<file path="src/rtl/motor_step_ctrl.sv">
// motor_step_ctrl: runs a BCD-entered absolute move on one of six stepper motors.
// Converts the three digits to binary, compares the target with the tracked
// position of the selected motor, then emits |target - pos| step pulses with the
// matching direction level. Owns the only copy of each motor's position.
// Optional feature macro: STEP_ABORT_EN -- a new Enter edge during a move aborts it.
module motor_step_ctrl #(
  parameter int STEP_DIV = 25000,
  parameter int POS_W    = 10
) (
  input  logic       sysclk,
  input  logic       INIT,
  input  logic       Enter,
  input  logic [5:0] Motor,
  input  logic [3:0] TValue0,
  input  logic [3:0] TValue1,
  input  logic [3:0] TValue2,
  output logic [5:0] Step,
  output logic [5:0] Dir,
  output logic       Busy,
  output logic       Done,
  output logic       Err
);

  // Counter must hold STEP_DIV-1 for the step phases and 1 for the SETUP wait.
  localparam int CNT_W = (STEP_DIV > 2) ? $clog2(STEP_DIV) : 1;
  localparam logic [CNT_W-1:0] CNT_LAST = CNT_W'(STEP_DIV - 1);
  localparam logic [CNT_W-1:0] CNT_ONE  = CNT_W'(1);

  typedef enum logic [2:0] {
    S_IDLE    = 3'd0,
    S_CAPT    = 3'd1,
    S_CALC    = 3'd2,
    S_SETUP   = 3'd3,
    S_STEP_HI = 3'd4,
    S_STEP_LO = 3'd5
  } state_t;

  state_t           state_q, state_d;
  logic             enter_q, edge_q;
  logic [5:0]       motor_q, motor_d;
  logic [3:0]       dig0_q, dig0_d, dig1_q, dig1_d, dig2_q, dig2_d;
  logic [POS_W-1:0] target_q, target_d;
  logic             invalid_q, invalid_d;
  logic [2:0]       midx_q, midx_d;
  logic [POS_W-1:0] remain_q, remain_d;
  logic [CNT_W-1:0] cnt_q, cnt_d;
  logic [POS_W-1:0] pos_q [6];
  logic [POS_W-1:0] pos_d [6];
  logic [5:0]       step_q, step_d, dir_q, dir_d;
  logic             busy_q, busy_d, done_q, done_d, err_q, err_d;

  logic [POS_W-1:0] target_calc, cur_pos, diff;
  logic [2:0]       idx_calc;
  logic             invalid_calc, gt, eq, phase_last, moving, abort_w, step_end, last_step;

  assign Step = step_q;
  assign Dir  = dir_q;
  assign Busy = busy_q;
  assign Done = done_q;
  assign Err  = err_q;

`ifdef STEP_ABORT_EN
  assign abort_w = edge_q;
`else
  assign abort_w = 1'b0;
`endif

  assign target_calc = POS_W'(dig0_q) * POS_W'(100) + POS_W'(dig1_q) * POS_W'(10) + POS_W'(dig2_q);
  assign invalid_calc = !$onehot(motor_q) || (dig0_q > 4'd9) || (dig1_q > 4'd9) || (dig2_q > 4'd9);
  assign cur_pos    = pos_q[midx_q];
  assign gt         = target_q > cur_pos;
  assign eq         = target_q == cur_pos;
  assign diff       = gt ? (target_q - cur_pos) : (cur_pos - target_q);
  assign phase_last = cnt_q == CNT_LAST;
  assign moving     = (state_q == S_SETUP) || (state_q == S_STEP_HI) || (state_q == S_STEP_LO);
  assign step_end   = (state_q == S_STEP_LO) && phase_last && !abort_w;
  assign last_step  = step_end && (remain_q == POS_W'(1));

  // One-hot select to motor index; only meaningful when the select is valid.
  always_comb begin
    idx_calc = 3'd0;
    for (int i = 0; i < 6; i++) begin
      if (motor_q[i]) idx_calc = 3'(i);
    end
  end

  // Enter synchroniser history and registered rising-edge strobe.
  always_ff @(posedge sysclk or posedge INIT) begin
    if (INIT) begin
      enter_q <= 1'b0;
      edge_q  <= 1'b0;
    end else begin
      enter_q <= Enter;
      edge_q  <= Enter & ~enter_q;
    end
  end

  // FSM state register.
  always_ff @(posedge sysclk or posedge INIT) begin
    if (INIT) state_q <= S_IDLE;
    else      state_q <= state_d;
  end

  // FSM next-state logic; SETUP lasts two cycles so Step rises well after Dir settles.
  always_comb begin
    state_d = state_q;
    unique case (state_q)
      S_IDLE:    if (edge_q) state_d = S_CAPT;
      S_CAPT:    state_d = S_CALC;
      S_CALC:    state_d = (invalid_q || eq) ? S_IDLE : S_SETUP;
      S_SETUP:   if (abort_w) state_d = S_IDLE;
                 else if (cnt_q == CNT_ONE) state_d = S_STEP_HI;
      S_STEP_HI: if (abort_w) state_d = S_IDLE;
                 else if (phase_last) state_d = S_STEP_LO;
      S_STEP_LO: if (abort_w) state_d = S_IDLE;
                 else if (phase_last) state_d = (remain_q == POS_W'(1)) ? S_IDLE : S_STEP_HI;
      default:   state_d = S_IDLE;
    endcase
  end

  // FSM outputs and datapath next values.
  always_comb begin
    motor_d   = motor_q;
    dig0_d    = dig0_q;
    dig1_d    = dig1_q;
    dig2_d    = dig2_q;
    target_d  = target_q;
    invalid_d = invalid_q;
    midx_d    = midx_q;
    remain_d  = remain_q;
    pos_d     = pos_q;
    dir_d     = dir_q;
    cnt_d     = (state_d != state_q) ? '0 : cnt_q + CNT_W'(1);
    step_d    = '0;
    if (state_d == S_STEP_HI) step_d[midx_q] = 1'b1;
    busy_d    = state_d != S_IDLE;
    done_d    = ((state_q == S_CALC) && !invalid_q && eq) || last_step;
    err_d     = ((state_q == S_CALC) && invalid_q) || (abort_w && moving);
    if ((state_q == S_IDLE) && edge_q) begin
      motor_d = Motor;
      dig0_d  = TValue0;
      dig1_d  = TValue1;
      dig2_d  = TValue2;
    end
    if (state_q == S_CAPT) begin
      target_d  = target_calc;
      invalid_d = invalid_calc;
      midx_d    = idx_calc;
    end
    if ((state_q == S_CALC) && !invalid_q && !eq) begin
      dir_d[midx_q] = gt;
      remain_d      = diff;
    end
    if (step_end) begin
      pos_d[midx_q] = dir_q[midx_q] ? (cur_pos + POS_W'(1)) : (cur_pos - POS_W'(1));
      remain_d      = remain_q - POS_W'(1);
    end
  end

  // Datapath, position table and registered output pins.
  always_ff @(posedge sysclk or posedge INIT) begin
    if (INIT) begin
      motor_q   <= '0;
      dig0_q    <= '0;
      dig1_q    <= '0;
      dig2_q    <= '0;
      target_q  <= '0;
      invalid_q <= 1'b0;
      midx_q    <= '0;
      remain_q  <= '0;
      cnt_q     <= '0;
      for (int i = 0; i < 6; i++) pos_q[i] <= '0;
      step_q    <= '0;
      dir_q     <= '0;
      busy_q    <= 1'b0;
      done_q    <= 1'b0;
      err_q     <= 1'b0;
    end else begin
      motor_q   <= motor_d;
      dig0_q    <= dig0_d;
      dig1_q    <= dig1_d;
      dig2_q    <= dig2_d;
      target_q  <= target_d;
      invalid_q <= invalid_d;
      midx_q    <= midx_d;
      remain_q  <= remain_d;
      cnt_q     <= cnt_d;
      pos_q     <= pos_d;
      step_q    <= step_d;
      dir_q     <= dir_d;
      busy_q    <= busy_d;
      done_q    <= done_d;
      err_q     <= err_d;
    end
  end

endmodule
</file>
<file path="config.mk">
export PLATFORM = sky130hd
export DESIGN_NAME = motor_step_ctrl
export DESIGN_NICKNAME = d
export VERILOG_FILES = /design/src/rtl/motor_step_ctrl.sv
export SDC_FILE = /design/constraint.sdc
export NUM_CORES = 1
export LEC_CHECK = 0
export CAP_MARGIN = 20
export CORE_MARGIN = 5
export CORE_UTILIZATION = 33
export DETAILED_ROUTE_END_ITERATION = 7
export GPL_TIMING_DRIVEN = 0
export PLACE_DENSITY = 0.51
export SYNTH_ARGS = -nofsm -noshare
export SYNTH_HDL_FRONTEND = slang
export SYNTH_SLANG_ARGS = --single-unit
</file>
<file path="constraint.sdc">
create_clock -name sysclk -period 5.2 [get_ports sysclk]
set_input_delay 0.52 -clock sysclk [delete_from_list [all_inputs] [get_ports sysclk]]
set_output_delay 0.52 -clock sysclk [all_outputs]
set_load 0.1 [all_outputs]
</file>
==> impl_metrics.py <==
metrics = {
    "clock_network": {
        "clk_latency_ns": 0.42,
        "clk_pin_slew_ns": 0.06,
        "cts_max_level": 4,
        "cts_root_buf": "clkbuf_16",
        "clock_path_buffers": 2,
        "ctsHoldBuffers": 0,
        "cts_setup_buffers": 0,
        "cts_buffers": 17,
        "post_cts_resized": 0,
        "cts_tree": "done",
        "cts.sinks": 137,
    },
    "layout": {
        "post-route-util": 0.390,
        "num_antenna_cells": 0,
        "drive_gt1_frac": 0.127,
        "syn_to_final_growth_pct": 17.4,
        "finalNetCount": 985,
        "finalInstanceArea_sq_mm": 0.00973,
        "fin_cells": 1237,
    },
    "sta": {
        "whs_ns": 0.399,
        "max_freq_ghz": 0.208,
        "post-route-period-util": 0.925,
        "final-setup-viol-count": 0,
        "finalClockSkew_ns": 0.0112,
        "period_minus_slack_ns": 4.81,
        "drv_slew": 0,
        "slew_headroom": 0.344,
        "rsz0062_at_grt": "no",
        "worst_slack_ns": 0.389,
        "worstMarginPinSlew_ns": 0.981,
        "hold_viol_final": 0,
    },
    "placed_design": {
        "preCtsSetupSlack_ns": 0.261,
        "dp_cells": 1206,
        "detailed_place_hpwl_um": 15200,
        "portBuffers": 35,
        "placed_area_sq_mm": 0.00909,
        "gp_congestion": 0.817,
    },
    "detailed_routing": {
        "drc": 0,
        "route.met3.wl_um": 515,
        "wl_per_cell_um": 16.3,
        "drt-pass1-iter-count": 5,
        "drt-initial-drc-count": 300,
        "via_per_inst": 4.92,
        "wl_met2_um": 9410,
        "top_layer": "met4",
        "ant_nets": 0,
        "wl_met1_um": 10100,
        "routed_wl_um": 20200,
        "num_vias": 6086,
    },
    "grt": {
        "grt_pass1_wl_um": 34000,
        "antenna_found_initial": 0,
        "grt_max_degree": 72,
        "track_usage": 0.149,
        "grt_pass1_vias": 6342,
        "overflow": 0,
    },
    "setup_path": {
        "critPathMaxFanout": 10,
        "cpLargestDelayFamily": "simple AND/OR/NAND/NOR gates",
        "start_kind": "flip-flop",
        "path_buf_inv": 3,
        "crit_path_cell_trace": "buf_2 -> buf_1 -> nor2_1 -> a22oi_1 -> nor2_1 -> a211oi_1 -> inv_1 -> ha_1 -> and3_1 -> or3b_4 -> nor2b_4 -> a21oi_4 -> o2111a_1 -> nand2_1 -> nor3_1",
        "path_depth": 15,
        "critPathKind": "reg2reg",
        "ff2ff_path_depth": 15,
        "critPathSlowestCell": "buf_1",
        "critPathCaptureType": "flip-flop",
        "max_stage_delay_ns": 0.54,
        "cp_common_cell": "nor2_1",
        "critPathArrivalTime_ns": 5.12,
        "critPathRequiredTime_ns": 5.51,
    },
    "flow_run": {
        "drv_cap": 0,
    },
    "floorplan": {
        "rows": 58,
        "die_h_um": 168,
        "start_util": 0.332,
        "dieWidth_um": 168,
        "coreArea_sq_mm": 0.0250,
        "num_io_pins": 36,
        "die_area_sq_mm": 0.0284,
    },
    "logic_synthesis": {
        "ys_types": 77,
        "ys.flop_type": "dfrtp_1",
        "yosys_warnings": 0,
        "synthXorXnorAreaFrac": 0.0518,
        "synth-simple-area-share": 0.161,
        "synth_seq_area_share": 0.414,
        "ys_seq_elements": 137,
        "synth.mux.area_fraction": 0.0723,
        "mappedNetlistArea_sq_mm": 0.00829,
        "postSynth.asyncResetShare": 1.00,
        "synthAdderAreaFrac": 0.114,
        "synth_top_family_by_area": "simple AND/OR/NAND/NOR gates",
        "syn-mean-instance-area_sq_um": 9.87,
        "synth_edf_count": 0,
        "synth_compound_area_frac": 0.137,
        "syn_inst": 840,
        "syn_nets": 930,
    },
    "power_and_ir_drop": {
        "p_leak_nw": 4.34,
        "switching_power_mw": 2.79,
        "power_frac_clock": 0.208,
        "internal_power_mw": 3.52,
        "peakVddDrop_mv": 0.341,
        "p_per_area_mw_per_mm2": 649,
        "swShare": 0.442,
        "comb_power_share": 0.558,
        "sequentialPowerShare": 0.234,
    },
    "run_status": {
        "status": "completed",
    },
    "hold_path": {
        "hold_path.class": "reg2reg",
        "hold_path_depth": 1,
    },
}
[area by class of cell]
cell class | instances | area, sq um
Fill cell | 2537 | 15200
Multi-Input combinational cell | 609 | 4450
Sequential cell | 137 | 3430
Clock buffer | 21 | 470
Tap cell | 330 | 413
Timing Repair Buffer | 36 | 378
Buffer | 40 | 215
Inverter | 54 | 208
Clock inverter | 10 | 166
[cells in the mapped netlist, types with 7 or more instances]
cell type    n  area share
clkbuf_1    18      0.0082
nor2b_1     15       0.011
mux2i_1     16       0.019
nor3_2      10       0.012
a21o_1      10      0.0091
a21oi_1     26       0.016
fa_1        11       0.027
nand4_1      8      0.0060
nor2_1      36       0.016
o21ai_1      7      0.0042
nand3_1     12      0.0072
buf_2        8      0.0048
ha_1        58       0.088
o21ai_0     83       0.050
inv_1       54       0.024
xnor2_1     22       0.023
nor3_1      23       0.014
dfrtp_1    137        0.41
a22oi_1     11       0.010
and3_1       8      0.0060
xor2_1      17       0.018
nand2_1    115       0.052
mux2_2      31       0.042
[logic make-up after synthesis]
kind of cell / after synthesis
flops: 137
fa+ha+maj: 69
buf+inv: 94
compound gates: 181
mux: 51
simple gates: 265
xor+xnor: 43
[metal layers]
| metal | global-route usage | vias to the layer above |
|---|---|---|
| li1 | - | 3018 |
| met1 | 0.207 | 2979 |
| met2 | 0.244 | 74 |
| met3 | 0.0262 | 15 |
| met4 | 0.0339 | 0 |
| met5 | 0 | - |
[sequential cells by signal (all words and copies together) (netlist names)]
signal     cells
Busy           1
Dir            6
Done           1
Err            1
Step           6
cnt_q         15
dig0_q         4
dig1_q         4
dig2_q         4
edge_q         1
enter_q        1
invalid_q      1
midx_q         3
motor_q        6
pos_q         60
remain_q      10
state_q        3
target_q      10
[metrics by stage]
stage,TNS [ns],power (mW)
after floorplan,0,4.17
after global placement,-160.80,5.03
final,0,6.32
after detailed placement,0,5.04
after global routing,0,6.90
after CTS,0,6.40
[cells in the final DEF, fill, tap and decap left out, types with 8 or more instances in the layout]
master / count
nand3_1: 12
nand2_1: 115
clkbuf_16: 17
nor2_1: 36
a21o_1: 10
xnor2_1: 22
a22oi_1: 11
mux2_2: 31
buf_2: 8
ha_1: 58
fa_1: 11
nand4_1: 8
nor3_1: 23
dfrtp_1: 137
inv_1: 53
nor3_2: 10
clkbuf_1: 18
xor2_1: 17
clkdlybuf4s50_1: 35
and3_1: 8
mux2i_1: 16
a21oi_1: 26
nor2b_1: 15
o21ai_0: 83
[final timing paths]
check,startpoint,to,slack (ns)
max reg2reg,midx_q[2]$_DFFE_PP0P_,Step[4]$_DFF_PP0_,0.39
min,enter_q$_DFF_PP0_,edge_q$_DFF_PP0_,0.40
max,midx_q[2]$_DFFE_PP0P_,Step[4]$_DFF_PP0_,0.39
max in group asynchronous,INIT,pos_q[38]$_DFFE_PP0P_,3.83
min reg2reg,enter_q$_DFF_PP0_,edge_q$_DFF_PP0_,0.40
min in group asynchronous,INIT,target_q[0]$_DFFE_PP0P_,0.57
[power groups by stage]
stage                     logic [mW]  registers, mW  clock network [mW]
final                           3.53           1.48                1.31
after global routing            4.00           1.51                1.39
after CTS                       3.58           1.48                1.34
after detailed placement        3.55           1.50                   0
after global placement          3.54           1.50                   0
after floorplan                 2.53           1.64                   0
Power figures use the tool's default switching activity.
